## config.mk

```make
export PLATFORM = sky130hd
export DESIGN_NAME = round_robin_arbitrado_tester_flat
export DESIGN_NICKNAME = d
export VERILOG_FILES = /design/src/rtl/round_robin_arbitrado_tester_if.sv /design/src/rtl/round_robin_arbitrado_tester.sv /design/src/flat_wrapper.sv
export SDC_FILE = /design/constraint.sdc
export NUM_CORES = 1
export LEC_CHECK = 0
export CORE_AREA = 2 2 87 89
export CTS_CLUSTER_SIZE = 8
export DETAILED_ROUTE_END_ITERATION = 8
export DIE_AREA = 0 0 89 91
export GPL_TIMING_DRIVEN = 0
export PLACE_DENSITY = 0.76
export RECOVER_POWER = 25
export SLEW_MARGIN = 20
export SYNTH_ARGS = -nofsm -noshare
export SYNTH_HDL_FRONTEND = slang
export SYNTH_SLANG_ARGS = --single-unit
```

## constraint.sdc

```tcl
create_clock -name clk -period 3.2 [get_ports clk]
set_input_delay 0.32 -clock clk [delete_from_list [all_inputs] [get_ports clk]]
set_output_delay 0.32 -clock clk [all_outputs]
set_load 0.005 [all_outputs]
```

## src/rtl/round_robin_arbitrado_tester_if.sv

```systemverilog
// Bus between the queue FIFOs / schedule tables and the two-lane weighted round-robin arbiter.
interface round_robin_arbitrado_tester_if #(
  parameter int QUEUE_QUANTITY = 4,
  parameter int MAX_WEIGHT     = 64,
  parameter int TABLE_SIZE     = 8
);
  localparam int SW = $clog2(QUEUE_QUANTITY);
  localparam int WW = $clog2(MAX_WEIGHT);

  logic                      enb;
  logic [TABLE_SIZE*WW-1:0]  pesos;
  logic [TABLE_SIZE*SW-1:0]  selecciones;
  logic [QUEUE_QUANTITY-1:0] buf_empty;
  logic [SW-1:0]             selector;
  logic                      selector_enb;
  logic [SW-1:0]             sint_selector;
  logic                      sint_selector_enb;

  modport master (
    output enb, pesos, selecciones, buf_empty,
    input  selector, selector_enb, sint_selector, sint_selector_enb
  );

  modport slave (
    input  enb, pesos, selecciones, buf_empty,
    output selector, selector_enb, sint_selector, sint_selector_enb
  );
endinterface

```

## src/rtl/round_robin_arbitrado_tester.sv

```systemverilog
// Table-driven weighted round-robin arbiter with two independently coded lanes that must agree.
// Optional macro RR_LANE_CHECK_EN adds a sticky lane_mismatch output comparing both lanes.
module round_robin_arbitrado_tester #(
  parameter int QUEUE_QUANTITY = 4,
  parameter int DATA_BITS      = 8,
  parameter int MAX_WEIGHT     = 64,
  parameter int BUF_WIDTH      = 3,
  parameter int TABLE_SIZE     = 8
) (
  input  logic clk,
  input  logic rst,
  round_robin_arbitrado_tester_if.slave bus
`ifdef RR_LANE_CHECK_EN
  ,
  output logic lane_mismatch
`endif
);
  localparam int SW = $clog2(QUEUE_QUANTITY);
  localparam int WW = $clog2(MAX_WEIGHT);
  localparam int PW = $clog2(TABLE_SIZE);
  localparam logic [PW-1:0] LAST_PTR = PW'(TABLE_SIZE - 1);

  // DATA_BITS and BUF_WIDTH describe the surrounding FIFOs; only sanity-checked here.
  if (DATA_BITS < 1 || BUF_WIDTH < 1 || TABLE_SIZE < 2 ||
      QUEUE_QUANTITY < 2 || MAX_WEIGHT < 2) begin : g_bad_cfg
    $error("round_robin_arbitrado_tester: unsupported parameter set");
  end

  // ---------------------------------------------------------------
  // Primary lane: direct indexed table lookup
  // ---------------------------------------------------------------
  logic [PW-1:0] ptr_a_q, ptr_a_d;
  logic [WW-1:0] cnt_a_q, cnt_a_d;
  logic [SW-1:0] sel_a_q, sel_a_d;
  logic          enb_a_q, enb_a_d;
  logic [SW-1:0] q_a;
  logic [WW-1:0] w_a;

  assign q_a = bus.selecciones[ptr_a_q*SW +: SW];
  assign w_a = bus.pesos[ptr_a_q*WW +: WW];

  always_comb begin
    ptr_a_d = ptr_a_q;
    cnt_a_d = cnt_a_q;
    sel_a_d = sel_a_q;
    enb_a_d = 1'b0;
    if (bus.enb) begin
      if (w_a == '0 || bus.buf_empty[q_a]) begin
        ptr_a_d = (ptr_a_q == LAST_PTR) ? '0 : ptr_a_q + 1'b1;
        cnt_a_d = '0;
      end else begin
        sel_a_d = q_a;
        enb_a_d = 1'b1;
        if (cnt_a_q == w_a - 1'b1) begin
          ptr_a_d = (ptr_a_q == LAST_PTR) ? '0 : ptr_a_q + 1'b1;
          cnt_a_d = '0;
        end else begin
          cnt_a_d = cnt_a_q + 1'b1;
        end
      end
    end
  end

  always_ff @(posedge clk or negedge rst) begin
    if (!rst) begin
      ptr_a_q <= '0;
      cnt_a_q <= '0;
      sel_a_q <= '0;
      enb_a_q <= 1'b0;
    end else begin
      ptr_a_q <= ptr_a_d;
      cnt_a_q <= cnt_a_d;
      sel_a_q <= sel_a_d;
      enb_a_q <= enb_a_d;
    end
  end

  // ---------------------------------------------------------------
  // Second lane: one-hot AND-OR table mux, terminal test as cnt+1==w
  // ---------------------------------------------------------------
  logic [PW-1:0]             ptr_b_q, ptr_b_d;
  logic [WW-1:0]             cnt_b_q, cnt_b_d;
  logic [SW-1:0]             sel_b_q, sel_b_d;
  logic                      enb_b_q, enb_b_d;
  logic [TABLE_SIZE-1:0]     hit_b;
  logic [WW-1:0]             w_ent_b [TABLE_SIZE];
  logic [SW-1:0]             q_ent_b [TABLE_SIZE];
  logic [QUEUE_QUANTITY-1:0] qhit_b;
  logic [WW-1:0]             w_b;
  logic [SW-1:0]             q_b;
  logic                      empty_b;
  logic                      skip_b;
  logic                      last_b;

  for (genvar gi = 0; gi < TABLE_SIZE; gi++) begin : g_entry
    assign hit_b[gi]   = (ptr_b_q == PW'(gi));
    assign w_ent_b[gi] = bus.pesos[gi*WW +: WW] & {WW{hit_b[gi]}};
    assign q_ent_b[gi] = bus.selecciones[gi*SW +: SW] & {SW{hit_b[gi]}};
  end

  always_comb begin
    w_b = '0;
    q_b = '0;
    for (int i = 0; i < TABLE_SIZE; i++) begin
      w_b = w_b | w_ent_b[i];
      q_b = q_b | q_ent_b[i];
    end
  end

  for (genvar gi = 0; gi < QUEUE_QUANTITY; gi++) begin : g_queue
    assign qhit_b[gi] = (q_b == SW'(gi)) & bus.buf_empty[gi];
  end

  assign empty_b = |qhit_b;
  assign skip_b  = (w_b == '0) | empty_b;
  assign last_b  = (({1'b0, cnt_b_q} + 1'b1) == {1'b0, w_b});

  always_comb begin
    ptr_b_d = ptr_b_q;
    cnt_b_d = cnt_b_q;
    sel_b_d = sel_b_q;
    enb_b_d = 1'b0;
    if (bus.enb) begin
      enb_b_d = ~skip_b;
      if (!skip_b) begin
        sel_b_d = q_b;
      end
      // A skipped entry and a finished entry both move on with a fresh slot count.
      if (skip_b || last_b) begin
        ptr_b_d = (ptr_b_q == LAST_PTR) ? '0 : ptr_b_q + 1'b1;
        cnt_b_d = '0;
      end else begin
        cnt_b_d = cnt_b_q + 1'b1;
      end
    end
  end

  always_ff @(posedge clk or negedge rst) begin
    if (!rst) begin
      ptr_b_q <= '0;
      cnt_b_q <= '0;
      sel_b_q <= '0;
      enb_b_q <= 1'b0;
    end else begin
      ptr_b_q <= ptr_b_d;
      cnt_b_q <= cnt_b_d;
      sel_b_q <= sel_b_d;
      enb_b_q <= enb_b_d;
    end
  end

  assign bus.selector          = sel_a_q;
  assign bus.selector_enb      = enb_a_q;
  assign bus.sint_selector     = sel_b_q;
  assign bus.sint_selector_enb = enb_b_q;

`ifdef RR_LANE_CHECK_EN
  logic mism_q, mism_d;

  assign mism_d = mism_q | ({sel_a_q, enb_a_q} != {sel_b_q, enb_b_q});

  always_ff @(posedge clk or negedge rst) begin
    if (!rst) begin
      mism_q <= 1'b0;
    end else begin
      mism_q <= mism_d;
    end
  end

  assign lane_mismatch = mism_q;
`endif

endmodule

```

## src/flat_wrapper.sv

```systemverilog
// flat-port wrapper written by rule: the top's interface ports become plain ports
module round_robin_arbitrado_tester_flat 
#(
  parameter int QUEUE_QUANTITY = 4,
  parameter int DATA_BITS      = 8,
  parameter int MAX_WEIGHT     = 64,
  parameter int BUF_WIDTH      = 3,
  parameter int TABLE_SIZE     = 8
)
  (clk, rst, bus_enb, bus_pesos, bus_selecciones, bus_buf_empty, bus_selector, bus_selector_enb, bus_sint_selector, bus_sint_selector_enb);
  round_robin_arbitrado_tester_if #(.QUEUE_QUANTITY(QUEUE_QUANTITY), .MAX_WEIGHT(MAX_WEIGHT), .TABLE_SIZE(TABLE_SIZE)) bus_i ();
  input  logic clk;
  input  logic rst;
  input wire logic [$bits(bus_i.enb)-1:0] bus_enb;
  input wire logic [$bits(bus_i.pesos)-1:0] bus_pesos;
  input wire logic [$bits(bus_i.selecciones)-1:0] bus_selecciones;
  input wire logic [$bits(bus_i.buf_empty)-1:0] bus_buf_empty;
  output wire logic [$bits(bus_i.selector)-1:0] bus_selector;
  output wire logic [$bits(bus_i.selector_enb)-1:0] bus_selector_enb;
  output wire logic [$bits(bus_i.sint_selector)-1:0] bus_sint_selector;
  output wire logic [$bits(bus_i.sint_selector_enb)-1:0] bus_sint_selector_enb;
  assign bus_i.enb = bus_enb;
  assign bus_i.pesos = bus_pesos;
  assign bus_i.selecciones = bus_selecciones;
  assign bus_i.buf_empty = bus_buf_empty;
  assign bus_selector = bus_i.selector;
  assign bus_selector_enb = bus_i.selector_enb;
  assign bus_sint_selector = bus_i.sint_selector;
  assign bus_sint_selector_enb = bus_i.sint_selector_enb;
  round_robin_arbitrado_tester #(.QUEUE_QUANTITY(QUEUE_QUANTITY), .DATA_BITS(DATA_BITS), .MAX_WEIGHT(MAX_WEIGHT), .BUF_WIDTH(BUF_WIDTH), .TABLE_SIZE(TABLE_SIZE)) u_core (.clk(clk), .rst(rst), .bus(bus_i));
endmodule
```

## Word level (Yosys, flattened, before mapping)

Index checks and enable logic that the tools add are counted.
W data, S select, Z words.

- Register bits after elaboration: 24
- Bits in latches: 0
- RAM bits: 0
- Bits in read-only memories: 0
- Memories: 0

- $add $sub $neg: 6
- Multipliers: 1
- Divide/modulo/power cells: 0
- $lt $le $gt $ge: 1
- Eq/ne operators: 13
- Shift operators: 2
- Muxes and demuxes: 12
- Bitwise logic cells: 37
- Reductions and logical operators: 12

Operators by type and width:

| operator | count |
|---|---|
| $and A6 B6 Y6 | 8 |
| $shiftx A48 B7 Y6 | 1 |
| $or A6 B6 Y6 | 7 |
| $mux W6 | 3 |
| $and A2 B2 Y2 | 8 |
| $shiftx A16 B5 Y2 | 1 |
| $eq A3 B3 Y1 const B | 5 |
| $or A2 B2 Y2 | 7 |
| $add A6 B1 Y6 const B | 2 |
| $logic_not A6 Y1 | 2 |
| $mux W3 | 4 |
| $reduce_and A2 Y1 | 4 |
| $add A6 B1 Y7 const B | 1 |
| $eq A7 B6 Y1 | 1 |
| $add A3 B1 Y3 const B | 2 |
| $eq A3 B2 Y1 const B | 2 |
| $eq A6 B6 Y1 | 1 |
| $sub A6 B1 Y6 const B | 1 |
| $mul A3 B2 Y5 const B | 1 |
| $and A1 B1 Y1 | 4 |
| $eq A2 B2 Y1 const B | 2 |
| $mux W1 | 4 |
| $reduce_or A4 Y1 | 1 |
| $eq A3 B1 Y1 const B | 1 |
| 9 further kinds | 11 |

## Logic depth before layout (Yosys ltp)

- Depth in word-level cells: 15
- Gate-level depth with buffers: 13
- Gate-level depth less buffers: 10

## Worst setup path after synthesis

No wires, ideal clock.

- Kind: reg-to-reg
- Start: register u_core.ptr_b_q[2]
- End: register u_core.ptr_b_q[0]
- Setup time: 0.125 ns
- Data arrival time: 2.905 ns
- Required time: 3.075 ns
- Setup slack: 0.170 ns
- Cell stages (with the launch flop): 13
- Path buffers: 2
- Cells stage by stage: dfrtp_1 buf_2 clkinv_1 ha_1 clkbuf_1 a22o_1 a31o_2 a311oi_1 xnor2_1 mux2_2 nand4_2 a21o_1 mux2_2

- Longest elaborated chain between the ends: 15

RTL lines:

| item | line | text |
|---|---|---|
| from (decl) | round_robin_arbitrado_tester.sv:81 | `logic [PW-1:0] ptr_b_q, ptr_b_d;` |
| from (signal assigned) | round_robin_arbitrado_tester.sv:145 | `ptr_b_q <= ptr_b_d;` |
| $eq A3 B1 Y1 or $logic_not A3 Y1 (tied branches) | round_robin_arbitrado_tester.sv:96 | `assign hit_b[gi] = (ptr_b_q == PW'(gi));` |
| $and A2 B2 Y2 | round_robin_arbitrado_tester.sv:98 | `assign q_ent_b[gi] = bus.selecciones[gi*SW +: SW] & {SW{hit_b[gi]}};` |
| $or A2 B2 Y2 (7 in a row) | round_robin_arbitrado_tester.sv:106 | `q_b = q_b \| q_ent_b[i];` |
| $eq A2 B1 Y1, or another cell as far along | round_robin_arbitrado_tester.sv:111 | `assign qhit_b[gi] = (q_b == SW'(gi)) & bus.buf_empty[gi];` |
| $and A1 B1 Y1 | round_robin_arbitrado_tester.sv:111 |  |
| $reduce_or A4 Y1 | round_robin_arbitrado_tester.sv:114 | `assign empty_b = \|qhit_b;` |
| $or A1 B1 Y1 | round_robin_arbitrado_tester.sv:115 | `assign skip_b = (w_b == '0) \| empty_b;` |
| $logic_or A1 B1 Y1 | round_robin_arbitrado_tester.sv:129 | `if (skip_b \|\| last_b) begin` |
| $reduce_and A2 Y1 (no line) | -- |  |

Several ways; a longest one is shown, not always the timed one.
A chain may end at the register's enable or synchronous reset.

## Worst setup path after layout

- Start: register u_core.ptr_a_q[0]
- End: register u_core.ptr_a_q[2]

- Longest elaborated chain between the ends: 6

RTL lines:

| item | line | text |
|---|---|---|
| from (decl) | round_robin_arbitrado_tester.sv:32 | `logic [PW-1:0] ptr_a_q, ptr_a_d;` |
| from (signal assigned) | round_robin_arbitrado_tester.sv:71 | `ptr_a_q <= ptr_a_d;` |
| $mul A3 B2 Y5 or $shiftx A16 B5 Y2 (tied branches) | round_robin_arbitrado_tester.sv:40, round_robin_arbitrado_tester.sv:39 |  |
| $shiftx A48 B7 Y6 or $bmux W1 S2 (tied branches) | round_robin_arbitrado_tester.sv:40, round_robin_arbitrado_tester.sv:48 |  |
| $sub A6 B1 Y6, or another cell as far along | round_robin_arbitrado_tester.sv:54 | `if (cnt_a_q == w_a - 1'b1) begin` |
| $eq A6 B6 Y1 or $logic_or A1 B1 Y1 (tied branches) | round_robin_arbitrado_tester.sv:54, round_robin_arbitrado_tester.sv:48 |  |
| $reduce_bool A2 Y1 (no line) | -- |  |
| $reduce_and A2 Y1 (no line) | -- |  |

Several ways; a longest one is shown, not always the timed one. The select of a mux whose other input is x is not followed.

==> flow_summary.json <==
{
  "highest_layer": "met4",
  "clockRootBuffer": "clkbuf_8",
  "dp.cells": 440,
  "vias_per_cell": 5.86,
  "rr_worst_depth": 10,
  "vias": 2648,
  "final_cell_area_sq_um": 3710,
  "gp_congestion": 0.931,
  "cp_data_required_time_ps": 3370,
  "core_area_sq_um": 7140,
  "drt-met1-wl_um": 3410,
  "ys_seq_elements": 24,
  "antenna_found_initial": 0,
  "place_area_sq_um": 3500,
  "post-route-min-period_ps": 3080,
  "rsz0062_at_grt": "false",
  "wirelength_um": 8250,
  "cts_buffer_depth": 2,
  "timing.fmax_ghz": 0.325,
  "portBuffers": 76,
  "cap_violations": 0,
  "cts_tree": "done",
  "slew_headroom_pct": 14.1,
  "nFillCells": 670,
  "grt_pass1_vias": 2771,
  "grt.overflow.total": 0,
  "critPathMaxFanout": 10,
  "worst_slack_ps": 120,
  "setup_viol_count_final": 0,
  "synth_seq_area_share_pct": 22.9,
  "synth_top_area_share_pct": 22.9,
  "yosysUniqueCellTypes": 59,
  "synth_area_leaders": "dfrtp_1 23%, mux4_2 9.5%, mux2i_1 7.6%, ha_1 5.7%, mux2_2 5.2%",
  "n_antenna_cell": 0,
  "fp.dieH_um": 91,
  "io_pins": 77,
  "run_status": "finished, final reports clean",
  "grt_max_degree": 25,
  "layoutNonFillerInstCount": 452,
  "cts.sinks": 24,
  "drtPass1Iterations": 8,
  "start_util_pct": 36.7,
  "drt_iter0_markers": 252,
  "ir_worst_vdd_mv": 0.538,
  "die_area_sq_um": 8100,
  "synth_nets": 348,
  "end_kind": "register",
  "route.met3.wl_um": 533,
  "yosysMostFrequentCell": "dfrtp_1",
  "synth_edf_count": 0,
  "floorplan.die.width_um": 89,
  "hold_class": "input pin to asynchronous set/reset pin",
  "worst_pin_slew_ps": 1290,
  "drc": 0,
  "netlist_area_sq_um": 2620,
  "hold_viol": 0,
  "final_nets": 437,
  "drive_gt1_share_pct": 20.4,
  "grt_pass1_wl_um": 13400,
  "cp.arrival_ps": 3250,
  "power_density_nw_per_um2": 911,
  "ys_warn_count": 0,
  "cts_made_buffers": 3,
  "power_uw": 3380,
  "rows": 31,
  "skew_ps": 5.90,
  "start_kind": "register",
  "place_hpwl_um": 6490,
  "wl_met2_um": 4060,
  "netlist_instances": 265,
  "dp_slack_ps": -489,
  "leakage_uw": 0.00148,
  "postRouteAntennaNets": 0,
  "clock_latency_ps": 280,
  "seq_area_sq_um": 601,
  "multi_input_area_sq_um": 1960,
  "synth_common_cells": "24 x dfrtp_1, 20 x mux2i_1, 15 x nand2_1, 15 x nor2_1",
  "syn_to_final_growth_pct": 41.7,
  "critPathKind": "register to register",
  "grtUsageTotal_pct": 21.0,
  "syn_avg_cell_area_sq_um": 9.89,
  "synthFlopType": "dfrtp_1",
  "wl_per_cell_um": 18.2,
  "period_share_pct": 96.2,
  "cts_htree_levels": 1,
  "async_flop_share_pct": 100,
  "yosys.area.top_type": "dfrtp_1",
  "final_max_slew_viol_count": 0,
  "cts.reportedPaths.clkPinSlew_ps": 90
}
==> placed cells by master (no fill, tap or decap), types with 9 or more instances in the layout <==
cell type / instances
mux2i_1: 20
nor2_1: 15
buf_4: 12
dfrtp_1: 24
clkdlybuf4s50_1: 75
mux4_2: 11
a21oi_1: 9
mux2_2: 11
nand2_1: 14
a22oi_1: 10
==> kinds of logic (layout without fill, tap and decap cells) <==
logic type                 after synthesis  count (layout)  share of synthesized area [%]
buffers and inverters                   27             115                           4.78
adders and majority gates               12              12                           5.73
DFF                                     24              24                           22.9
and+or+nand+nor                         74              74                           15.7
muxes                                   49              49                           26.6
xor gates and xnor gates                10              10                           3.34
AOI/OAI and AO/OA                       69              69                           21.0
==> critical path, stage by stage (launching register included) <==
cell,delay [ps]
dfrtp_1,380
buf_6,140
buf_2,270
mux4_2,530
mux2i_1,430
mux2i_1,240
mux2i_1,160
nor2_1,220
o31ai_4,160
nand2_4,130
mux2_4,300
==> cell type report <==
type | count | area share [%]
inverters | 9 | 1.04
well taps | 99 | 3.34
flip-flops and latches | 24 | 16.2
repair buffers | 86 | 22.3
plain buffers | 16 | 2.83
clock buffers | 4 | 1.48
multi-input cells | 214 | 52.8
==> final timing paths <==
kind	start	end	slack, ps
worst max-delay path	u_core.ptr_a_q[0]	u_core.ptr_a_q[2]	120
worst min-delay path	rst	u_core.ptr_a_q[2]	300
worst max register to register	u_core.ptr_a_q[0]	u_core.ptr_a_q[2]	120
worst min register to register	u_core.bus.sint_selector[1]	u_core.bus.sint_selector[1]	520
max in group asynchronous	rst	u_core.ptr_b_q[2]	2140
min in group clk	u_core.bus.sint_selector[1]	u_core.bus.sint_selector[1]	520
==> per-layer routing <==
| metal | track usage, % | vias up |
|---|---|---|
| met5 | 0 | - |
| met4 | 8.08 | 0 |
| met3 | 4.18 | 20 |
| met2 | 33.6 | 113 |
| met1 | 27.5 | 1288 |
| li1 | - | 1227 |
==> metrics by stage <==
stage	hold slack (ps)	util [%]	setup TNS [ps]
floorplan	24.4	-	0
global placement	499	49.1	-3560
detailed placement	506	49.1	-4510
CTS	531	50.6	0
global route	425	52.0	0
finish	304	52.0	0
==> registers in the layout, indices dropped and copies added, names as in the netlist <==
signal / cells
u_core.bus.selector_enb: 1
u_core.bus.selector: 2
u_core.bus.sint_selector: 2
u_core.bus.sint_selector_enb: 1
u_core.ptr_a_q: 3
u_core.cnt_b_q: 6
u_core.cnt_a_q: 6
u_core.ptr_b_q: 3
==> timing repair <==
action | CTS | global route
hold buffers | 0 | 0
resized for setup | 10 | 14
pin swaps | 4 | 11
hold endpoints to repair | 0 | 0
setup endpoints to repair | 18 | 17
buffers inserted | 3 | 7
==> power by group <==
| group | total (uW) | switching (uW) | internal (uW) |
|---|---|---|---|
| Clock | 212 | 101 | 110 |
| Combinational | 2660 | 1350 | 1310 |
| Sequential | 512 | 96.7 | 416 |
Note: power is estimated with default switching activity, not from simulation.
==> variant: new RTL, same settings <==
`MAX_WEIGHT` is set to 64 in 3 places; all go to 256.
--- a/src/rtl/round_robin_arbitrado_tester_if.sv
+++ b/src/rtl/round_robin_arbitrado_tester_if.sv
@@ -2,5 +2,5 @@
 interface round_robin_arbitrado_tester_if #(
   parameter int QUEUE_QUANTITY = 4,
-  parameter int MAX_WEIGHT     = 64,
+  parameter int MAX_WEIGHT     = 256,
   parameter int TABLE_SIZE     = 8
 );
--- a/src/rtl/round_robin_arbitrado_tester.sv
+++ b/src/rtl/round_robin_arbitrado_tester.sv
@@ -4,5 +4,5 @@
   parameter int QUEUE_QUANTITY = 4,
   parameter int DATA_BITS      = 8,
-  parameter int MAX_WEIGHT     = 64,
+  parameter int MAX_WEIGHT     = 256,
   parameter int BUF_WIDTH      = 3,
   parameter int TABLE_SIZE     = 8
--- a/src/flat_wrapper.sv
+++ b/src/flat_wrapper.sv
@@ -4,5 +4,5 @@
   parameter int QUEUE_QUANTITY = 4,
   parameter int DATA_BITS      = 8,
-  parameter int MAX_WEIGHT     = 64,
+  parameter int MAX_WEIGHT     = 256,
   parameter int BUF_WIDTH      = 3,
   parameter int TABLE_SIZE     = 8
Interface: changed (resized bus_pesos); port bits go from 77 to 93. The function was not compared with the original's and may differ.
==> variant against the unedited design <==
The flow now finishes with violations (design-rule violations, max-capacitance violations, max-slew violations); sequential cell count rose by 4; setup slack got worse by 83 ps; via count rose by 26%; synthesized area rose by 21%; wire length rose by 28%; critical path depth rose by 2; total power rose by 26%; design area rose by 23%; sequential power rose by 11%; largest power group unchanged.
==> variant: results (changes against the unedited design) <==
- Status: finished with violations (was finished, final reports clean)
- Failing checks: design-rule violations, max-capacitance violations, max-slew violations
- Hold Crit Class: primary input to async pin (unchanged)
- Slowest stage cell, crit path: mux4_2 (unchanged)
- Pre-CTS setup slack: -625.6 ps (was -488.6 ps)
- Most instantiated cells after synthesis: dfrtp_1 (28), mux2i_1 (28), nand2_1 (28), a222oi_1 (18), nor2_1 (18) (was dfrtp_1 (24), mux2i_1 (20), nand2_1 (15), nor2_1 (15))
- Family with the most delay on the worst path: multiplexers (unchanged)
- GPL Wtd Cong: 0.8848 (was 0.9310)
- DRC violations left: 1 (was 0)
- Synth Flop Type: dfrtp_1 (unchanged)
- Distinct cells, synth: 60 (was 59)
- Share of layout cells above drive strength 1: 0.2248 (was 0.2040)
- First-pass GRT wire length: 16170 µm (was 13350 µm)
- Via/cell ratio: 6.222 (was 5.858)
- VDD IR max: 0.0005649 V (was 0.0005385 V)
- Leakage power: 1.732 nW (was 1.476 nW)
- Largest registers: u_core.cnt_a_q (8), u_core.cnt_b_q (8) (was u_core.cnt_a_q (6), u_core.cnt_b_q (6))
- IO Port Bufs: 92 (was 76)
- Initial antenna violation count: 0 (unchanged)
- Syn_nets: 427 (was 348)
- Relative slew slack: -0.03635 (was 0.1414)
- Clock Tree Root: clkbuf_8 (unchanged)
- CP max FO: 7 (was 10)
- CP arrival: 3330 ps (was 3250 ps)
- Largest net degree at the start of global routing: 29 (was 25)
- Maximum clock insertion buffer count: 2 (unchanged)
- Clock buffer count from CTS: 3 (unchanged)
- Yosys warns: 0 (unchanged)
- Final setup skew: 3.722 ps (was 5.902 ps)
- Avg WL per Cell: 19.78 µm (was 18.24 µm)
- Gr usage total: 0.2537 (was 0.2096)
- Clock-pin slew on the worst setup and hold paths: 100 ps
- Vias in the first global route: 3310 (was 2771)
- Layout net count: 535 (was 437)
- DPL Wire Length: 8001 µm (was 6493 µm)
- Post-synthesis async set-or-reset flop share: 1.000 (unchanged)
- # diodes: 0 (unchanged)
- CTS H-tree lvls: 1 (unchanged)
- Sequential fraction of the synthesis area: 0.2205 (was 0.2292)
- Max-slew violations: 29 (was 0)
- Number of flops mapped to enable cells by yosys: 0 (unchanged)
- CP max stage delay: 530 ps (about the same)
- Initial DRT Pass Iterations: 9 (was 8)
- Largest cells by area after synthesis: dfrtp_1 (22%), mux4_2 (9.9%), mux2i_1 (8.8%), a222oi_1 (5.7%), ha_1 (4.3%) (was dfrtp_1 (23%), mux4_2 (9.5%), mux2i_1 (7.6%), ha_1 (5.7%), mux2_2 (5.2%))
- Drt first-iter violations: 376 (was 252)
- Max-Cap Viols: 1 (was 0)
==> variant: cell types whose count changed after synthesis, sizes merged, moves of 6 or more <==
cell / change
nand2: +12
a22oi: -9
a22o: -6
xnor2: +10
nand2b: +9
a222oi: +10
mux2i: +11
a221oi: +9
==> variant: logic make-up after synthesis <==
logic type / Yosys count / share of synthesized area
xor gates and xnor gates: 20 / 0.05512
adders and majority gates: 11 / 0.04331
muxes: 61 / 0.2661
buffers and inverters: 37 / 0.05276
and+or+nand+nor: 93 / 0.1461
DFF: 28 / 0.2205
AOI/OAI and AO/OA: 79 / 0.2161
==> variant: metal layers <==
metal  share of wire  vias up  GRT usage
met2            0.47      188     0.4179
met1            0.41     1606     0.3345
li1                -     1513          -
met4           0.021        0    0.09204
met5               0        -          0
met3           0.098       22    0.03727
==> variant: where the power goes <==
part	switching [mW]	internal, mW
logic	1.77	1.71
clock network	0.112	0.110
registers	0.105	0.466
==> variant: worst paths after layout <==
check	start	end	slack, ps	depth (start not counted)
worst max-delay path	u_core.ptr_a_q[0]	u_core.ptr_a_q[1]	40	12
worst min-delay path	rst	u_core.cnt_a_q[1]	410	1
worst max register to register	u_core.ptr_a_q[0]	u_core.ptr_a_q[1]	40	12
worst min register to register	u_core.bus.sint_selector[1]	u_core.bus.sint_selector[1]	530	1
max in group asynchronous	rst	u_core.cnt_b_q[7]	1890	1
min in group clk	u_core.bus.sint_selector[1]	u_core.bus.sint_selector[1]	530	1
==> variant: stage by stage <==
step / area, µm² / hold slack, ps / std cells
floorplan: 3178 / 24.41 / 329
global placement: 4223 / 508.5 / 520
detailed placement: 4218 / 385.8 / 520
CTS: 4399 / 74.22 / 526
global route: 4573 / 545.8 / 535
finish: 4573 / 412.8 / 535
==> variant: repair_timing <==
| item | in CTS | in global routing |
|---|---|---|
| pin swaps | 2 | 22 |
| setup buffers | 6 | 9 |
| setup endpoints to repair | 17 | 21 |
| resized for setup | 25 | 28 |
| cloned | 0 | 0 |
==> variant: layout make-up <==
| type | instances | area [µm²] |
|---|---|---|
| fill | 607 | 2564 |
| multi-input combinational | 264 | 2462 |
| timing repair buffer | 107 | 1025 |
| sequential | 28 | 700.7 |
| buffer | 20 | 157.7 |
| tap | 99 | 123.9 |
| clock buffer | 4 | 55.05 |
| inverter | 13 | 48.80 |
==> variant: worst reg2reg max path: cells and delay by family, from the launching register on <==
family | cells | cell delay [ps]
buf+inv | 1 | 150
simple gates | 2 | 170
mux | 5 | 1510
flops | 1 | 380
compound gates | 2 | 440
fa+ha+maj | 1 | 250
xor+xnor | 1 | 160
